==> src/rtl/core_clk_rst_ctrl.sv <==
// Clock/reset controller for the RV32I core: synchronised, stretched core reset,
// a registered core clock-enable with run/halt/single-step control, and an enabled-cycle counter.
module core_clk_rst_ctrl #(
  parameter int SYNC_STAGES = 2,
  parameter int HOLD_CYCLES = 16,
  parameter int CNT_W       = 32
) (
  input  logic             Clk,
  input  logic             Reset_n,
  input  logic             Step_mode,
  input  logic             Halt_req,
  input  logic             Step_req,
  output logic             Core_rst_n,
  output logic             Core_en,
  output logic             Halted,
  output logic [CNT_W-1:0] Cycle_cnt
);

  localparam int HOLD_W = (HOLD_CYCLES > 1) ? $clog2(HOLD_CYCLES + 1) : 1;

  typedef enum logic [1:0] {
    ST_HOLD,
    ST_RUN,
    ST_HALT,
    ST_STEP
  } state_t;

  state_t                 state;
  logic [SYNC_STAGES-1:0] sync_q;
  logic [HOLD_W-1:0]      hold_cnt;
  logic                   step_q;
  logic                   rst_sync;
  logic                   release_edge;
  logic                   step_edge;

  assign rst_sync     = sync_q[SYNC_STAGES-1];
  assign release_edge = rst_sync && !Core_rst_n && (hold_cnt == HOLD_W'(HOLD_CYCLES - 1));
  assign step_edge    = Step_req && !step_q;

  // NOTE: reset asserts asynchronously but the chain only shifts a 1 in on clock
  // edges, so the core sees a glitch-free synchronous deassertion.
  always_ff @(posedge Clk or negedge Reset_n) begin
    if (!Reset_n) begin
      sync_q <= '0;
    end else begin
      sync_q <= {sync_q[SYNC_STAGES-2:0], 1'b1};
    end
  end

  // Stretch: count HOLD_CYCLES edges once the synchronised reset has released.
  always_ff @(posedge Clk or negedge Reset_n) begin
    if (!Reset_n) begin
      hold_cnt   <= '0;
      Core_rst_n <= 1'b0;
    end else if (release_edge) begin
      Core_rst_n <= 1'b1;
    end else if (rst_sync && !Core_rst_n) begin
      hold_cnt <= hold_cnt + HOLD_W'(1);
    end
  end

  // NOTE: all state here is sequential, so every assignment is non-blocking; the
  // outputs are registered alongside the state so they never glitch.
  always_ff @(posedge Clk or negedge Reset_n) begin
    if (!Reset_n) begin
      state   <= ST_HOLD;
      Core_en <= 1'b0;
      Halted  <= 1'b0;
      step_q  <= 1'b0;
    end else begin
      step_q <= Step_req;
      case (state)
        ST_HOLD: begin
          if (release_edge) begin
            if (Step_mode || Halt_req) begin
              state  <= ST_HALT;
              Halted <= 1'b1;
            end else begin
              state   <= ST_RUN;
              Core_en <= 1'b1;
            end
          end
        end
        ST_RUN: begin
          if (Halt_req || Step_mode) begin
            state   <= ST_HALT;
            Core_en <= 1'b0;
            Halted  <= 1'b1;
          end
        end
        ST_HALT: begin
          // A step request wins over resuming on the same edge.
          if (step_edge) begin
            state   <= ST_STEP;
            Core_en <= 1'b1;
            Halted  <= 1'b0;
          end else if (!Halt_req && !Step_mode) begin
            state   <= ST_RUN;
            Core_en <= 1'b1;
            Halted  <= 1'b0;
          end
        end
        ST_STEP: begin
          state   <= ST_HALT;
          Core_en <= 1'b0;
          Halted  <= 1'b1;
        end
        default: begin
          state   <= ST_HOLD;
          Core_en <= 1'b0;
          Halted  <= 1'b0;
        end
      endcase
    end
  end

  always_ff @(posedge Clk or negedge Reset_n) begin
    if (!Reset_n) begin
      Cycle_cnt <= '0;
    end else if (Core_en) begin
      Cycle_cnt <= Cycle_cnt + CNT_W'(1);
    end
  end

endmodule

==> config.mk <==
export PLATFORM = sky130hd
export DESIGN_NAME = core_clk_rst_ctrl
export DESIGN_NICKNAME = d
export VERILOG_FILES = /design/src/rtl/core_clk_rst_ctrl.sv
export SDC_FILE = /design/constraint.sdc
export NUM_CORES = 1
export LEC_CHECK = 0
export ABC_AREA = 0
export BUFFER_PORTS_ARGS = -buffer_cell sky130_fd_sc_hd__buf_2
export CORE_ASPECT_RATIO = 1.2
export CORE_MARGIN = 1
export CORE_UTILIZATION = 30
export DETAILED_ROUTE_END_ITERATION = 16
export GPL_TIMING_DRIVEN = 1
export SYNTH_ARGS = -nofsm -noshare
export SYNTH_HDL_FRONTEND = slang
export SYNTH_SLANG_ARGS = --single-unit
==> constraint.sdc <==
create_clock -name Clk -period 3.6 [get_ports Clk]
set_clock_uncertainty 0.1 [all_clocks]
set_input_delay 0.18 -clock Clk [delete_from_list [all_inputs] [get_ports Clk]]
set_output_delay 0.18 -clock Clk [all_outputs]
set_load 0.1 [all_outputs]
# == Word level (Yosys, flattened, before mapping) ==
# Cells that the tools add are included.
# word_totals
ff_bits,45
input_bits,5
output_inout_bits,35
wordCells,50
# classes
addsub,2
n_eq_ne,8
muxes,17
bitwise,1
reduce_logical,14
# op_table
op,count
"adder 32 x 1 -> 32 bit, second input constant",1
2-to-1 mux 2 bit,5
2-to-1 mux 1 bit,9
case mux 1 bit (4 select lines),2
case mux 2 bit (4 select lines),1
"!= test 2 bit, second input constant",3
"adder 5 x 1 -> 5 bit, second input constant",1
"== test 5 x 4 -> 1 bit, second input constant",1
"== test 2 bit, second input constant",2
logical AND 1 bit,4
logical NOT 1 bit,4
AND reduction 2 bit,2
AND reduction 4 bit,1
"!= test 3 bit, second input constant",1
AND reduction 3 bit,1
"== test 2 x 1 -> 1 bit, second input constant",1
logical NOT 2 bit,1
logical OR 1 bit,1
inverter 1 bit,1

# == Longest topological paths before layout ==
# depth
depth_word,5
mapped_depth,6
ltp_nobuf,6

# == Worst setup path before layout ==
# Ideal clock, no wire load.
# synth_path
path_kind,register to register
from,register Cycle_cnt[5]
to,register Cycle_cnt[22]
setup_ns,0.163
t_arrival_ns,2.290
t_required_ns,3.337
slack_ns,1.047
path_stages_with_launch,6
path_buffers,1
period_less_slack_ns,2.553
cell_sequence,dfrtp_1 -> nand4_2 -> or4_1 -> buf_6 -> nor4_4 -> xor2_1
# synth_via
elab_chain_cells,1
# synth_rtl
element,line_no,source
from (decl),16,output logic [CNT_W-1:0] Cycle_cnt
from (signal assigned),121,Cycle_cnt <= Cycle_cnt + CNT_W'(1);
adder 32 x 1 -> 32 bit,121,
# No other way between the ends.
# A chain may end at the register's enable or synchronous reset.

# == Worst setup path after layout ==
# layout_path
from,register hold_cnt[0]
to,register hold_cnt[1]
# layout_via
elab_chain_cells,4
word_cells_on_any_way,5
cone_classes,1 x add/sub; 1 x eq/ne; 1 x bitwise; 2 x reduce/logical
# layout_rtl
element,line_no,source
from (decl),30,logic [HOLD_W-1:0] hold_cnt;
from (signal assigned),58,hold_cnt <= hold_cnt + HOLD_W'(1);
"parallel branches: the longest is 4 deep, another holds adder 5 x 1 -> 5 bit",--,
# Several ways; the timed one is not identified.

==> metrics.md <==
| Metric | Value |
|---|---|
| Mux cell area share after synthesis | under 10% |
| Worst setup SP type | flip-flop |
| Ratio of final minimum period to clock period | 59.8% |
| Port Buffer Count | 39 |
| Post-Synth Adder-Cell Area | 1.86% |
| Post-route ant nets | 0 |
| Clk_lat worst skew | 290 ps |
| Pre-CTS WS | around 1500 ps |
| Internal power | ~900 uW |
| Chip Width | a little under 80 um |
| Final Setup Violations | 0 |
| Largest family of logic cells by synthesized area | simple AND/OR/NAND/NOR gates |
| Hold depth | 3 |
| Worst Max-Slew Pin Slew | about 1000 ps |
| Power share of the clock group | 17.4% |
| Mapped Cells | approximately 180 |
| Die ar. | ~7100 sq um |
| Vias | 1,408 |
| Total CTS buffers | 5 |
| Final Hold Fails | 0 |
| Most frequent cells in the layout | dfrtp_1 (45), buf_2 (39), xor2_1 (21) |
| Minimum clock period | ~2200 ps |
| DR WL/cell | 12.6 um |
| Pleak | between 1 and 1.5 nW |
| Fillers | around 690 |
| Final instance area | between 2000 and 2500 sq um |
| Status | finished clean |
| Setup ws final | about 1400 ps |
| Simple-gate share of the synthesized area | 20.8% |
| Clk root buf | clkbuf_8 |
| RSZ-0062 raised after global routing | no |
| Vias in the first global route | roughly 1,400 |
| H-tree depth reported by CTS | 2 |
| Std cell rows | 32 |
| NetSw | ~820 uW |
| TritonCTS clock tree | built |
| DRC Markers | 0 |
| Xor/xnor share of the synthesized area | 14.7% |
| IO Pins | 40 |
| Core area | approximately 6500 sq um |
| Synth unique cells | 35 |
| TritonCTS Sinks | 45 |
| Area delta synth->final | 19.1% |
| Hold Path End | state[1] |
| Fraction of layout cells with a size suffix above 1 | between 20% and 30% |
| Syn avg cell area | 11.4 sq um |
| Total GRT Usage | about 12% |
| WP data arrival | roughly 2200 ps |
| Startpoint of the worst hold path | Halt_req |
| Drt total wl | 3.89 mm |
| Reg-to-Reg Start | hold_cnt[0] |
| Final core occ | 37.1% |
| VDD IR max | around 340 uV |
| Cell Pwr Density | slightly above 700 nW/um^2 |
| Worst hold path class | input pin to flip-flop |
| Synthesized area | slightly above 2000 sq um |
| Setup CP Type | flip-flop to flip-flop |
| Seq cells post-synth | 45 |
| CTS max path bufs | 2 |
| N_diodes | 0 |
| Most common cell after layout, fill and taps aside | dfrtp_1 |
| Cts repair resizes | 0 |
| Die Y | 91.9 um |
| Compound-Gate Fraction of Synth Area | about 2.8% |
| Initial Util | approximately 31% |
| R2r worst-path depth | 5 |
| Post-DP HPWL | ~2.8 mm |
| Final estimated routing congestion in global placement | between 0.7 and 0.8 |
| GR Overflow Total | 0 |
| First-pass GRT wire length | between 6 and 7 mm |
| Slew margin rel. | about a third |
| Seq pwr share | a little over two fifths |
| FMAX | about 0.46 GHz |
| Initial antenna violation count | 0 |
| Sw frac | a little under half |
| Synth warn | 0 |
| Post-CTS Setup Bufs | 0 |
| Placed inst area | roughly 2300 sq um |
| Pre-antenna DRT Iters | 6 |
| Total power draw | 1.72 mW |
| R2r setup slk | about 1400 ps |
| Pin count of the biggest net entering global routing | 46 |
| CTS clk-pin slew, worst paths | 80 ps |
| Setup TNS | 0 ps |
| Crit path capture type | flip-flop |
| Via/cell ratio | ~4.6 |
| 1st-iter DRT viols | 30 |
| Comb power frac | roughly two fifths |
| Post-synthesis sequential area ratio | around 56% |
| CP required | ~3700 ps |
| Max-cap viol count | 0 |
| Reg2reg end | hold_cnt[1] |
| Final Max Slew Viols | 0 |
| # nets final | approximately 230 |
| Crit Path Max Fanout | 5 |
| Net count after synthesis | between 150 and 200 |
cells by family after synthesis:
logic type      count (synthesis)
compound gates                  9
xor+xnor                       34
fa+ha+maj                       3
buf+inv                        10
flops                          45
mux                             3
other cells                     1
simple gates                   73
per-stage QoR:
stage | instances | hold WS, ps
floorplan | 178 | -216
global placement | 299 | 202
detailed placement | 299 | 204
CTS | 309 | 126
global route | 309 | 163
finish | 309 | 126
repair_timing:
item                       in CTS  in global routing
hold buffers                    2                  0
hold endpoints to repair       46                  0
setup endpoints to repair       0                  0
sequential cells by signal (all words and copies together), names as in the netlist:
name,count
Cycle_cnt,32
hold_cnt,5
state,2
sync_q,2
Core_en,1
Core_rst_n,1
Halted,1
step_q,1
power groups by stage:
stage | clock [mW] | combinational [mW] | sequential (mW)
6_report | 0.300 | 0.702 | 0.718
5_1_grt | 0.338 | 0.751 | 0.741
4_1_cts | 0.313 | 0.709 | 0.721
3_5_place_dp | 0 | 0.708 | 0.730
3_3_place_gp | 0 | 0.704 | 0.725
2_1_floorplan | 0 | 0.200 | 1.10
per-layer routing:
metal	global-route usage, %	up-vias	part of all wire [%]
li1	-	700	-
met1	14.8	675	44
met2	20.2	28	50
met3	4.18	5	5.1
met4	4.65	0	1.5
met5	0	-	0
final cells by class:
class / instances / area, sq um / area share, %
clock buffer: 7 / 76.3 / 3.17
clock inverter: 1 / 7.51 / 0.312
inverter: 7 / 26.3 / 1.09
multi-input combinational: 123 / 850 / 35.3
sequential: 45 / 1130 / 46.8
tap: 85 / 106 / 4.42
timing repair buffer: 41 / 215 / 8.94
critical path: stages (launching register included):
cell,delay [ps]
dfrtp_1,410
ha_1,220
and3_1,150
ha_1,180
nor3b_1,580
mux2_2,410
Yosys cell counts:
| cell type | number | share of area, % |
|---|---|---|
| buf_6 | 1 | 0.56 |
| conb_1 | 1 | 0.19 |
| nor4_2 | 2 | 1.2 |
| and3b_1 | 1 | 0.43 |
| buf_2 | 1 | 0.25 |
| nand2_1 | 17 | 3.2 |
| o32ai_1 | 1 | 0.43 |
| mux2_2 | 2 | 1.1 |
| xor2_1 | 21 | 9.1 |
| inv_1 | 7 | 1.3 |
| o2bb2a_1 | 1 | 0.50 |
| nor4_1 | 1 | 0.31 |
| clkbuf_1 | 1 | 0.19 |
| and4_1 | 5 | 2.2 |
| dfrtp_1 | 45 | 56 |
| and2_1 | 1 | 0.31 |
| and3_1 | 3 | 0.93 |
| nor2b_1 | 1 | 0.31 |
| nor2_1 | 10 | 1.9 |
| nand3_1 | 6 | 1.5 |
| o22ai_1 | 1 | 0.31 |
| o31ai_1 | 1 | 0.37 |
| mux2i_1 | 1 | 0.50 |
| o21ai_0 | 2 | 0.50 |
| a21oi_1 | 3 | 0.74 |
| or2_2 | 2 | 0.62 |
| nand4_2 | 1 | 0.62 |
| nand2b_1 | 1 | 0.31 |
| nor3b_1 | 1 | 0.37 |
| nor3_1 | 11 | 2.7 |
| nor4_4 | 1 | 1.1 |
| nand4_1 | 7 | 2.2 |
| xnor2_1 | 13 | 5.6 |
| or4_1 | 2 | 0.74 |
| ha_1 | 3 | 1.9 |
worst max-delay path by stage:
stage | slack [ps] | startpoint | endpoint
after CTS | 1430 | hold_cnt[0] | hold_cnt[1]
final | 1450 | hold_cnt[0] | hold_cnt[1]
after floorplan | 1050 | Cycle_cnt[5] | Cycle_cnt[22]
after global placement | 1530 | hold_cnt[0] | hold_cnt[1]
after global routing | 1310 | hold_cnt[0] | hold_cnt[1]
after detailed placement | 1450 | hold_cnt[0] | hold_cnt[1]
Power figures use the tool's default switching activity.
